[src/rtl/lcd_pkg.sv]
// Shared constants and state types for the 1602 LCD driver.
// HD44780 command bytes plus top and byte-writer FSM encodings.
package lcd_pkg;

  localparam logic [7:0] LCD_FUNC_SET = 8'h38;
  localparam logic [7:0] LCD_DISP_ON  = 8'h0C;
  localparam logic [7:0] LCD_ENTRY    = 8'h06;
  localparam logic [7:0] LCD_CLEAR    = 8'h01;
  localparam logic [7:0] LCD_LINE1    = 8'h80;
  localparam logic [7:0] LCD_LINE2    = 8'hC0;

  typedef enum logic [1:0] {
    ST_PWRUP,
    ST_INIT,
    ST_IDLE,
    ST_FRAME
  } top_st_e;

  typedef enum logic [1:0] {
    B_IDLE,
    B_SETUP,
    B_EN,
    B_HOLD
  } byte_st_e;

  function automatic logic [7:0] init_cmd(input logic [1:0] i);
    logic [7:0] c;
    unique case (i)
      2'd0:    c = LCD_FUNC_SET;
      2'd1:    c = LCD_DISP_ON;
      2'd2:    c = LCD_ENTRY;
      default: c = LCD_CLEAR;
    endcase
    return c;
  endfunction

endpackage

[src/rtl/lcd_byte_wr.sv]
// Single-byte writer: SETUP, EN-high, then HOLD wait on the LCD bus.
// A go in the last HOLD cycle chains the next byte with no gap.
module lcd_byte_wr
  import lcd_pkg::*;
#(
  parameter int EN_HIGH_CYC  = 4,
  parameter int CMD_WAIT_CYC = 50,
  parameter int CLR_WAIT_CYC = 2000
) (
  input  logic       lcd_clk,
  input  logic       rst,
  input  logic       go,
  input  logic       rs,
  input  logic [7:0] data,
  input  logic       long_wait,
  output logic       done,
  output logic       lcd_rs,
  output logic       lcd_en,
  output logic [7:0] lcd_data
);

  localparam int M1   = (EN_HIGH_CYC > CMD_WAIT_CYC) ? EN_HIGH_CYC : CMD_WAIT_CYC;
  localparam int MAXC = (M1 > CLR_WAIT_CYC) ? M1 : CLR_WAIT_CYC;
  localparam int CW   = $clog2(MAXC + 1);

  byte_st_e        st, st_n;
  logic [CW-1:0]   cnt, cnt_n;
  logic [CW-1:0]   wait_last;
  logic            lng;

  assign wait_last = lng ? CW'(CLR_WAIT_CYC - 1) : CW'(CMD_WAIT_CYC - 1);
  assign lcd_en    = (st == B_EN);

  always_ff @(posedge lcd_clk) begin
    if (rst) begin
      st       <= B_IDLE;
      cnt      <= '0;
      lng      <= 1'b0;
      lcd_rs   <= 1'b0;
      lcd_data <= 8'h00;
    end else begin
      st  <= st_n;
      cnt <= cnt_n;
      if (go) begin
        lcd_rs   <= rs;
        lcd_data <= data;
        lng      <= long_wait;
      end
    end
  end

  always_comb begin
    st_n  = st;
    cnt_n = cnt;
    done  = 1'b0;
    unique case (st)
      B_IDLE: if (go) st_n = B_SETUP;
      B_SETUP: begin
        st_n  = B_EN;
        cnt_n = '0;
      end
      B_EN: begin
        if (cnt == CW'(EN_HIGH_CYC - 1)) begin
          st_n  = B_HOLD;
          cnt_n = '0;
        end else begin
          cnt_n = cnt + 1'b1;
        end
      end
      B_HOLD: begin
        if (cnt == wait_last) begin
          done = 1'b1;
          st_n = go ? B_SETUP : B_IDLE;
        end else begin
          cnt_n = cnt + 1'b1;
        end
      end
      default: st_n = B_IDLE;
    endcase
  end

endmodule

[src/rtl/lcd1602_drv.sv]
// 1602 LCD driver top: power-up wait, init commands, two-line frames.
// Owns the row snapshot, the merged pending request and no_busy.
module lcd1602_drv
  import lcd_pkg::*;
#(
  parameter int PWRUP_CYC    = 20000,
  parameter int EN_HIGH_CYC  = 4,
  parameter int CMD_WAIT_CYC = 50,
  parameter int CLR_WAIT_CYC = 2000
) (
  input  logic         lcd_clk,
  input  logic         rst,
  input  logic         start_show,
  input  logic [127:0] row_1,
  input  logic [127:0] row_2,
  output logic         no_busy,
  output logic         lcd_rs,
  output logic         lcd_rw,
  output logic         lcd_en,
  output logic [7:0]   lcd_data
);

  localparam int PW = $clog2(PWRUP_CYC + 1);

  top_st_e        st, st_n;
  logic [PW-1:0]  pw_cnt;
  logic [2:0]     init_idx;
  logic           line, hdr, fin, pend;
  logic [3:0]     ch;
  logic [255:0]   snap;
  logic [7:0]     bidx;

  logic           go, b_rs, b_long, b_done;
  logic [7:0]     b_data;
  logic           start_frame, adv_frame, adv_init, seq_end;

  // MSB index of the next data char inside {row_1,row_2}
  assign bidx    = {~line, ~ch, 3'b111};
  assign no_busy = (st == ST_IDLE) && !pend;
  assign lcd_rw  = 1'b0;

  always_comb begin
    st_n        = st;
    go          = 1'b0;
    b_rs        = 1'b0;
    b_data      = 8'h00;
    b_long      = 1'b0;
    start_frame = 1'b0;
    adv_frame   = 1'b0;
    adv_init    = 1'b0;
    seq_end     = 1'b0;
    unique case (st)
      ST_PWRUP: begin
        if (pw_cnt == PW'(PWRUP_CYC - 1)) begin
          st_n     = ST_INIT;
          adv_init = 1'b1;
        end
      end
      ST_INIT: begin
        if (b_done) begin
          if (init_idx != 3'd4) adv_init = 1'b1;
          else                  seq_end  = 1'b1;
        end
      end
      ST_IDLE: if (start_show) start_frame = 1'b1;
      ST_FRAME: begin
        if (b_done) begin
          if (!fin) adv_frame = 1'b1;
          else      seq_end   = 1'b1;
        end
      end
      default: st_n = ST_PWRUP;
    endcase
    if (seq_end) begin
      if (pend || start_show) start_frame = 1'b1;
      else                    st_n        = ST_IDLE;
    end
    if (start_frame) begin
      st_n   = ST_FRAME;
      go     = 1'b1;
      b_data = LCD_LINE1;
    end else if (adv_init) begin
      go     = 1'b1;
      b_data = init_cmd(init_idx[1:0]);
      b_long = (init_idx == 3'd3);
    end else if (adv_frame) begin
      go     = 1'b1;
      b_rs   = ~hdr;
      b_data = hdr ? LCD_LINE2 : snap[bidx -: 8];
    end
  end

  always_ff @(posedge lcd_clk) begin
    if (rst) begin
      st       <= ST_PWRUP;
      pw_cnt   <= '0;
      init_idx <= '0;
      line     <= 1'b0;
      hdr      <= 1'b0;
      ch       <= '0;
      fin      <= 1'b0;
      pend     <= 1'b0;
      snap     <= '0;
    end else begin
      st <= st_n;
      if (st == ST_PWRUP) pw_cnt <= pw_cnt + 1'b1;
      if (adv_init) init_idx <= init_idx + 1'b1;
      if (start_frame) begin
        snap <= {row_1, row_2};
        pend <= 1'b0;
        line <= 1'b0;
        hdr  <= 1'b0;
        ch   <= '0;
        fin  <= 1'b0;
      end else begin
        if (start_show && st != ST_IDLE) pend <= 1'b1;
        if (adv_frame) begin
          if (hdr) begin
            hdr <= 1'b0;
          end else begin
            ch <= ch + 1'b1;
            if (ch == 4'hF) begin
              if (line) begin
                fin <= 1'b1;
              end else begin
                line <= 1'b1;
                hdr  <= 1'b1;
              end
            end
          end
        end
      end
    end
  end

  lcd_byte_wr #(
    .EN_HIGH_CYC (EN_HIGH_CYC),
    .CMD_WAIT_CYC(CMD_WAIT_CYC),
    .CLR_WAIT_CYC(CLR_WAIT_CYC)
  ) u_byte (
    .lcd_clk  (lcd_clk),
    .rst      (rst),
    .go       (go),
    .rs       (b_rs),
    .data     (b_data),
    .long_wait(b_long),
    .done     (b_done),
    .lcd_rs   (lcd_rs),
    .lcd_en   (lcd_en),
    .lcd_data (lcd_data)
  );

endmodule

[config.mk]
export PLATFORM = sky130hd
export DESIGN_NAME = lcd1602_drv
export DESIGN_NICKNAME = d
export VERILOG_FILES = /design/src/rtl/lcd_pkg.sv /design/src/rtl/lcd_byte_wr.sv /design/src/rtl/lcd1602_drv.sv
export SDC_FILE = /design/constraint.sdc
export NUM_CORES = 1
export LEC_CHECK = 0
export ABC_AREA = 1
export CAP_MARGIN = 10
export CORE_ASPECT_RATIO = 1.2
export CORE_MARGIN = 10
export CORE_UTILIZATION = 50
export DETAILED_ROUTE_END_ITERATION = 8
export PLACE_DENSITY = 0.79
export SYNTH_ARGS = -nofsm -noshare
export SYNTH_HDL_FRONTEND = slang
export SYNTH_SLANG_ARGS = --single-unit
[constraint.sdc]
create_clock -name lcd_clk -period 2.2 [get_ports lcd_clk]
set_input_delay 0.55 -clock lcd_clk [delete_from_list [all_inputs] [get_ports lcd_clk]]
set_output_delay 0.55 -clock lcd_clk [all_outputs]
set_load 0.05 [all_outputs]
Word level (Yosys, flattened, before mapping)
Cells that the tools add are included.
{ "classes": {"n_reduce_logical": 14, "bitwise": 3, "n_addsub": 4, "shift": 1, "n_eq_ne": 19, "n_mux": 48} }
{ "ops": {"columns": ["op", "count"], "rows": [
  ["indexed part select 263 x 9 -> 8 bit", 1],
  ["two-way mux 11 bit", 3],
  ["one-hot mux 11 bit (3 select lines)", 1],
  ["two-way mux 8 bit", 4],
  ["two-way mux 1 bit", 28],
  ["one-hot mux 6 bit (3 select lines)", 1],
  ["two-way mux 2 bit", 8],
  ["adder 15 x 1 -> 15 bit, second input constant", 1],
  ["equality test 15 bit, second input constant", 1],
  ["adder 11 x 1 -> 11 bit, second input constant", 1],
  ["equality test 11 bit", 1],
  ["equality test 11 x 2 -> 1 bit, second input constant", 1],
  ["equality test 2 bit, second input constant", 5],
  ["one-hot mux 2 bit (4 select lines)", 1],
  ["equality test 2 x 1 -> 1 bit, second input constant", 3],
  ["logical NOT 2 bit", 3],
  ["!= test 2 x 1 -> 1 bit, second input constant", 3],
  ["AND reduction 3 bit", 2],
  ["adder 4 x 1 -> 4 bit, second input constant", 1],
  ["equality test 4 bit, second input constant", 1],
  ["!= test 2 bit, second input constant", 2],
  ["inverter 4 bit", 1],
  ["one-hot mux 1 bit (2 select lines)", 2],
  ["AND reduction 2 bit", 2],
  ["10 further kinds", 12]
]} }
{ "totals": {"wordCells": 103, "ff_bits": 307, "out_inout_bits": 12, "input_bits": 259} }

Logic depth before layout (Yosys ltp)
Gate-level depths: netlist of the first run.
{ "depth": {"word_depth": 12, "mapped_depth": 14, "ltp_nobuf": 14} }

By module
Synthesis of the first run repeated with hierarchy kept, for this count alone.
{ "unflattened": {"cells_unflattened": 2219, "hier_area_um2": 14517.7} }
{ "by_module_without_submodules": {"columns": ["module", "area_each_um2", "instances", "cells_per_inst"], "rows": [
  ["lcd1602_drv", 13096.3, 1, 1994],
  ["lcd_byte_wr", 1421.4, 1, 225]
]} }

Worst setup path after synthesis of the first run
OpenSTA, ideal clock, no wires.
{ "synth_timing": {"path_type": "register to output", "start": "register st[1]", "end": "output port no_busy", "setup_slack_ns": 0.313, "path_stages_with_launch": 5, "arrival_ns": 1.337, "path_buffers": 0, "t_required_ns": 1.650, "cell_sequence": "dfxtp_1 -> inv_1 -> nor2_1 -> inv_1 -> nor2_1"} }
{ "synth_via": {"elab_chain_len": 2} }
{ "synth_rtl": {"columns": ["item", "line_no", "text"], "rows": [
  ["start: declaration", "lcd1602_drv.sv:25", "top_st_e st, st_n;"],
  ["start signal: assignment", "lcd1602_drv.sv:105", "st <= st_n;"],
  ["equality test 2 bit", "lcd1602_drv.sv:39", "assign no_busy = (st == ST_IDLE) && !pend;"],
  ["logical AND 1 bit", "lcd1602_drv.sv:39", null],
  ["end: declaration", "lcd1602_drv.sv:16", "output logic no_busy,"]
]} }
Every way passes these cells.

Worst setup path in the final report of the first run
{ "layout_timing": {"start": "register init_idx[1]", "end": "register snap[64]"} }
{ "layout_via": {"elab_chain_len": 5} }
{ "layout_rtl": {"columns": ["item", "line_no", "text"], "rows": [
  ["start: declaration", "lcd1602_drv.sv:27", "logic [2:0] init_idx;"],
  ["start signal: assignment", "lcd1602_drv.sv:107", "if (adv_init) init_idx <= init_idx + 1'b1;"],
  ["!= test 3 bit", "lcd1602_drv.sv:61", "if (init_idx != 3'd4) adv_init = 1'b1;"],
  ["two-way mux 1 bit", "lcd1602_drv.sv:61", null],
  ["two-way mux 1 bit", "lcd1602_drv.sv:60", "if (b_done) begin"],
  ["one-hot mux 1 bit (2 select lines)", "lcd1602_drv.sv:52", "unique case (st)"],
  ["two-way mux 1 bit", "lcd1602_drv.sv:74", "if (seq_end) begin"],
  ["end signal: assignment", "lcd1602_drv.sv:109", "snap <= {row_1, row_2};"],
  ["end: declaration", "lcd1602_drv.sv:30", "logic [255:0] snap;"]
]} }
Every way passes these cells.
A chain may end at the register's enable or synchronous reset.

==> impl_metrics.env, run 1 <==
export IMPL_path_class="flip-flop to flip-flop"
export IMPL_hold_slack_ns=0.4462
export IMPL_maxCapViolations=0
export IMPL_htree_levels=1
export IMPL_grt_overflow=0
export IMPL_syn_area_per_cell_um2=7.133
export IMPL_numPortBuffers=269
export IMPL_ios=271
export IMPL_fmax_mhz=471.5
export IMPL_yosys_area_top_type="dfxtp_1"
export IMPL_synth_nets=2213
export IMPL_clockBufferDepth=3
export IMPL_dpl_hpwl_mm=32.59
export IMPL_p_int_w=0.009228
export IMPL_sequentialPowerShare_pct=47.4
export IMPL_sw_frac_of_total_pct=21.91
export IMPL_finalInstanceArea_mm2=0.01797
export IMPL_status="finished clean"
export IMPL_num_vias=14300
export IMPL_track_usage_pct=25.18
export IMPL_antenna_left=0
export IMPL_final_nets=2429
export IMPL_finalSetupViolations=0
export IMPL_maxSlewViolCount=0
export IMPL_synth_edf_count=0
export IMPL_initial_core_util_pct=50.96
export IMPL_synthXorXnorAreaFrac_pct=0.06326
export IMPL_critPathArrivalTime_ns=2.55
export IMPL_required_ns=2.63
export IMPL_insertion_delay_ns=0.57
export IMPL_clk_pin_slew_ns=0.06
export IMPL_period_needed_ns=2.121
export IMPL_yosys_area_share_simple_pct=21.56
export IMPL_synth_async_reset_ratio_pct=0
export IMPL_fillers=2335
export IMPL_crit_fanout=35
export IMPL_final_cells=2524
export IMPL_worst_setup_path_start_kind="flip-flop"
export IMPL_yosysWarningCount=0
export IMPL_cts_root_buf="clkbuf_16"
export IMPL_wl_per_cell_um=18.14
export IMPL_rows=66
export IMPL_synth_compound_area_share_pct=23.65
export IMPL_grt_max_degree=101
export IMPL_syn_inst=1941
export IMPL_critPathCaptureType="flip-flop"
export IMPL_die_w_um=171.9
export IMPL_syn_to_final_growth_pct=29.78
export IMPL_placedCellCount=2465
export IMPL_grt_pass1_wl_mm=71.52
export IMPL_finalCritPeriodShare_pct=96.41
export IMPL_rsz0062_at_grt="false"
export IMPL_synth_mux_area_share_pct=0
export IMPL_antenna_found_initial=8
export IMPL_clkPwrFrac_pct=45.2
export IMPL_power_net_switching_w=0.002589
export IMPL_clock_sinks=307
export IMPL_skew_ns=0.02583
export IMPL_drcViolationCount=0
export IMPL_syn_area_mm2=0.01384
export IMPL_numCtsBuffers=30
export IMPL_synth_top_family_by_area="compound AO/OA/AOI/OAI gates"
export IMPL_synth_top_area_share_pct=44.39
export IMPL_hp_class="flip-flop to flip-flop"
export IMPL_drive_gt1_share_pct=7.208
export IMPL_wirelength_mm=45.78
export IMPL_drt_pass1_iterations=6
export IMPL_comb_power_share_pct=7.4
export IMPL_die_area_mm2=0.03477
export IMPL_core_area_mm2=0.02717
export IMPL_finalHoldViolCount=0
export IMPL_synth_ff_type="dfxtp_1"
export IMPL_drt_iter0_drc=1820
export IMPL_power_leakage_nw=7.139
export IMPL_fin_util_pct=66.13
export IMPL_viasPerCell=5.667
export IMPL_place_congestion=0.8992
export IMPL_cts_tree="yes"
export IMPL_p_total_w=0.01182
export IMPL_power_density_mw_per_mm2=657.7
export IMPL_ir_drop_v=0.0004839
export IMPL_placed_cell_area_mm2=0.01688
export IMPL_yosysSeqAreaShare_pct=44.39
export IMPL_synth_seq_cells=307
export IMPL_synth_area_leaders="dfxtp_1 44%, nor2_1 13%, o21ai_0 13%"
export IMPL_grt_pass1_vias=13700
export IMPL_synthAdderAreaFrac_pct=1.175
export IMPL_yosysUniqueCellTypes=43
export IMPL_die_h_um=202.3
[flip-flops by register name (all words and copies together), names as in the netlist]
signal,flops
snap,256
pw_cnt,15
u_byte.cnt,11
u_byte.lcd_data,8
ch,4
init_idx,3
st,2
u_byte.st,2
fin,1
hdr,1
line,1
pend,1
u_byte.lcd_rs,1
u_byte.lng,1
[cell usage after synthesis (7+ instances only)]
master,n
clkbuf_1,65
o221ai_1,8
o21ai_0,362
buf_4,13
nor2_1,492
o21ai_1,53
nand4_1,16
a21oi_1,139
inv_1,114
o22ai_1,15
nand2_1,137
buf_2,41
ha_1,13
dfxtp_1,307
o211ai_1,27
nand3_1,55
nor3_1,7
buf_6,23
[what timing repair did]
item | 4_1_cts | 5_1_grt
hold buffers | 0 | 0
setup endpoints to repair | 2 | 45
resized for setup | 3 | 14
hold endpoints to repair | 0 | 0
setup buffers | 0 | 0
[final timing paths]
check	cells past startpoint	slack, ns	endpoint	start
min	2	0.45	snap[36]$_SDFFE_PP0N_	snap[36]$_SDFFE_PP0N_
max	10	0.08	snap[64]$_SDFFE_PP0N_	init_idx[1]$_SDFFE_PP0P_
min reg2reg	2	0.45	snap[36]$_SDFFE_PP0N_	snap[36]$_SDFFE_PP0N_
max reg2reg	10	0.08	snap[64]$_SDFFE_PP0N_	init_idx[1]$_SDFFE_PP0P_
[worst max-delay path, cell delays in order (launching register included)]
cell,delay (ns)
dfxtp_1,0.36
inv_1,0.10
ha_1,0.16
nand2_1,0.09
a211oi_2,0.26
nand4_2,0.22
nand2_8,0.17
inv_8,0.11
buf_12,0.18
o21ai_0,0.23
a21oi_1,0.07
[power by group through the flow]
stage	combinational, W	sequential (W)	clock (W)
floorplan	0.000257	0.00572	0
global placement	0.000843	0.00572	0
detailed placement	0.000854	0.00573	0
CTS	0.000861	0.00560	0.00538
global route	0.000935	0.00560	0.00561
finish	0.000871	0.00560	0.00534
[through the flow]
stage                     worst slack (ns)  TNS, ns
after global routing              0.007169        0
after floorplan                     0.3129        0
after detailed placement           -0.1759   -17.77
final                              0.07892        0
after CTS                          0.03425        0
after global placement             -0.1054   -6.199
[cells by family after synthesis]
group / after synthesis
compound gates: 621
simple gates: 734
fa+ha+maj: 13
other cells: 1
xor+xnor: 1
buf+inv: 264
flops: 307
[cell usage in the layout (no fill, tap or decap), types with 4 or more instances in the layout]
cell             count
nand4_1             16
nand3_1             55
nor2_1             489
a31oi_1              5
o21a_1               4
clkbuf_16           32
buf_4               43
o221ai_1             8
diode_2              6
nand2_1            136
nand2_2              5
clkdlybuf4s50_1    258
buf_12              24
o21ai_0            360
clkbuf_8             8
nor3_1               7
clkbuf_1             4
nor2_2               5
o211ai_1            27
clkinv_2             5
o21ai_1             55
a21oi_1            139
inv_2                6
dfxtp_1            304
ha_1                12
inv_1              112
o22ai_1             15
[final cells by class]
| cell class | instances | area, µm² | area share, % |
|---|---|---|---|
| repair buffers | 326 | 3397 | 18.91 |
| flip-flops and latches | 307 | 6155 | 34.25 |
| clock inverters | 9 | 101.3 | 0.5641 |
| well taps | 340 | 425.4 | 2.368 |
| diodes | 6 | 15.01 | 0.08357 |
| multi-input cells | 1370 | 6474 | 36.03 |
| inverters | 122 | 474.2 | 2.639 |
| clock buffers | 44 | 925.9 | 5.153 |
[layer usage]
layer / global-route usage [%] / vias to the layer above / part of all wire, %
li1: - / 6879 / -
met1: 32.80 / 6655 / 41
met2: 40.40 / 658 / 47
met3: 4.543 / 109 / 8.3
met4: 9.528 / 2 / 3.5
met5: 0 / - / 0.028
Power figures use the tool's default switching activity.
==> inputs of run 2 (changes only) <==
Settings changed: CTS_CLUSTER_DIAMETER set to 30.
==> run 2 against run 1 <==
Against the previous run: worst hold slack better by 0.0036 ns; register-to-register slack better by 0.03 ns; first-iteration DRC count down 9.2%; non-clock buffer count unchanged; cell count up 1.7%; combinational power about the same; sequential power about the same; critical endpoint is now no_busy.
==> impl_metrics.env, run 2 (synthesis gave the netlist of run 1 again) <==
export IMPL_cpLargestDelayFamily="flip-flops"
export IMPL_core_area_mm2=0.02717
export IMPL_clock_sinks=307
export IMPL_power_density_mw_per_mm2=799.6
export IMPL_drive_gt1_share_pct=9.005
export IMPL_cp_cell_sequence="inv_2, nor2_2, inv_1, nor2_4, buf_12"
export IMPL_skew_ns=0.01539
export IMPL_cts_root_buf="clkbuf_16"
export IMPL_wl_per_cell_um=18.29
export IMPL_num_vias=14500
export IMPL_finalHoldViolCount=0
export IMPL_rr_worst_depth=10
export IMPL_viasPerCell=5.650
export IMPL_maxSlewViolCount=0
export IMPL_grt_max_degree=101
export IMPL_syn_to_final_growth_pct=35.76
export IMPL_critPathArrivalTime_ns=1.56
export IMPL_cts_tree="yes"
export IMPL_insertion_delay_ns=0.55
export IMPL_antenna_left=0
export IMPL_placedCellCount=2465
export IMPL_status="finished clean"
export IMPL_period_needed_ns=2.108
export IMPL_crit_fanout=6
export IMPL_regToRegSetupSlack_ns=0.11
export IMPL_top_register="snap"
export IMPL_crit_start="st[1]$_SDFF_PP0_"
export IMPL_cp_num_cells=5
export IMPL_numPortBuffers=269
export IMPL_finalCritPeriodShare_pct=95.84
export IMPL_initial_core_util_pct=50.96
export IMPL_totalNegativeSetupSlack_ns=0
export IMPL_cp_buffers_inverters=3
export IMPL_required_ns=1.65
export IMPL_wirelength_mm=46.95
export IMPL_critPathCaptureType="output port"
export IMPL_drt_pass1_iterations=6
export IMPL_power_leakage_nw=7.545
export IMPL_placed_cell_area_mm2=0.01688
export IMPL_critPathSlowestCell="dfxtp_1"
export IMPL_max_stage_delay_ns=0.41
export IMPL_largest_reg_flops=256
export IMPL_ir_drop_v=0.0005346
export IMPL_r2r_end="snap[64]$_SDFFE_PP0N_"
export IMPL_ios=271
export IMPL_drcViolationCount=0
export IMPL_maxCapViolations=0
export IMPL_rows=66
export IMPL_antenna_found_initial=7
export IMPL_place_congestion=0.8992
export IMPL_hp_class="flip-flop to flip-flop"
export IMPL_numCtsBuffers=52
export IMPL_finalSetupViolations=0
export IMPL_grt_pass1_wl_mm=73.32
export IMPL_grt_pass1_vias=14140
export IMPL_dpl_hpwl_mm=32.59
export IMPL_post_cts_buffers=0
export IMPL_clockBufferDepth=3
export IMPL_finalInstanceArea_mm2=0.01880
export IMPL_track_usage_pct=25.96
export IMPL_clk_pin_slew_ns=0.05
export IMPL_die_w_um=171.9
export IMPL_rsz0062_at_grt="false"
export IMPL_grt_overflow=0
export IMPL_rr_startpoint="init_idx[1]$_SDFFE_PP0P_"
export IMPL_drt_iter0_drc=1652
export IMPL_fmax_mhz=474.3
export IMPL_path_class="flip-flop to output port"
export IMPL_worst_setup_path_start_kind="flip-flop"
export IMPL_htree_levels=2
export IMPL_final_cells=2567
export IMPL_die_area_mm2=0.03477
export IMPL_reg_top3="snap x256, pw_cnt x15, u_byte.cnt x11"
export IMPL_mostFrequentLayoutCell="nor2_1"
export IMPL_final_nets=2451
export IMPL_crit_end="no_busy"
export IMPL_die_h_um=202.3
export IMPL_final_cell_mix="489 x nor2_1, 361 x o21ai_0, 304 x dfxtp_1, 258 x clkdlybuf4s50_1, 139 x a21oi_1"
export IMPL_cts_hold_buf=0
==> run 2: changes by cell type in the layout (fill, tap and decap cells not counted), sizes merged <==
cell / delta
clkinv: +6
clkbuf: +17
bufinv: +6
clkinvlp: +3
inv: +11
==> run 2: cell type report <==
type | instances | area (µm²)
diodes | 6 | 15.01
clock buffers | 61 | 1418
clock inverters | 35 | 445.4
fillers | 2204 | 8373
inverters | 122 | 474.2
multi-input cells | 1370 | 6471
flip-flops and latches | 307 | 6155
well taps | 340 | 425.4
repair buffers | 326 | 3392
==> run 2: worst min-delay path by stage <==
stage                                      from                    end  cells after the start  slack [ns]
after floorplan           snap[36]$_SDFFE_PP0N_  snap[36]$_SDFFE_PP0N_                      2        0.42
after global placement    snap[60]$_SDFFE_PP0N_  snap[60]$_SDFFE_PP0N_                      2        0.43
after detailed placement  snap[60]$_SDFFE_PP0N_  snap[60]$_SDFFE_PP0N_                      2        0.43
after CTS                 snap[36]$_SDFFE_PP0N_  snap[36]$_SDFFE_PP0N_                      2        0.45
after global routing      snap[18]$_SDFFE_PP0N_  snap[18]$_SDFFE_PP0N_                      2        0.47
final                     snap[36]$_SDFFE_PP0N_  snap[36]$_SDFFE_PP0N_                      2        0.45
==> run 2: stage by stage <==
step                power (W)  utilization, %  hold slack (ns)  setup slack [ns]
detailed placement   0.006579           62.13           0.4331           -0.1759
floorplan            0.005980               -           0.4200            0.3129
global route          0.01539           69.17           0.4699          0.001286
finish                0.01503           69.18           0.4497           0.09161
CTS                   0.01505           69.02           0.4451           0.04409
global placement     0.006567           62.13           0.4277           -0.1054
==> run 2: where the power goes <==
group / total, W / switching [W] / leakage (nW) / internal [W]
logic: 0.000874 / 0.000356 / 4.16 / 0.000518
registers: 0.00561 / 0.0000232 / 2.47 / 0.00559
clock network: 0.00854 / 0.00294 / 0.913 / 0.00560
==> run 2: worst min-delay path, delay by kind of cell, from the launching register on <==
| kind | cells | cell delay [ns] |
|---|---|---|
| buffers and inverters | 1 | 0.05 |
| AOI/OAI and AO/OA | 1 | 0.05 |
| DFF | 1 | 0.31 |
==> run 2: metal layers <==
metal | global-route usage [%] | part of all wire, % | up-vias | routed length (µm)
li1 | - | - | 6934 | -
met1 | 32.16 | 40 | 6763 | 18800
met2 | 41.51 | 47 | 671 | 22090
met3 | 6.200 | 8.5 | 134 | 3975
met4 | 12.06 | 4.4 | 2 | 2067
met5 | 0 | 0.019 | - | 9
==> run 2: timing repair <==
action | CTS | global route
cloned | 0 | 0
setup endpoints to repair | 2 | 38
hold endpoints to repair | 0 | 0
pin swaps | 0 | 0
resized for setup | 3 | 11
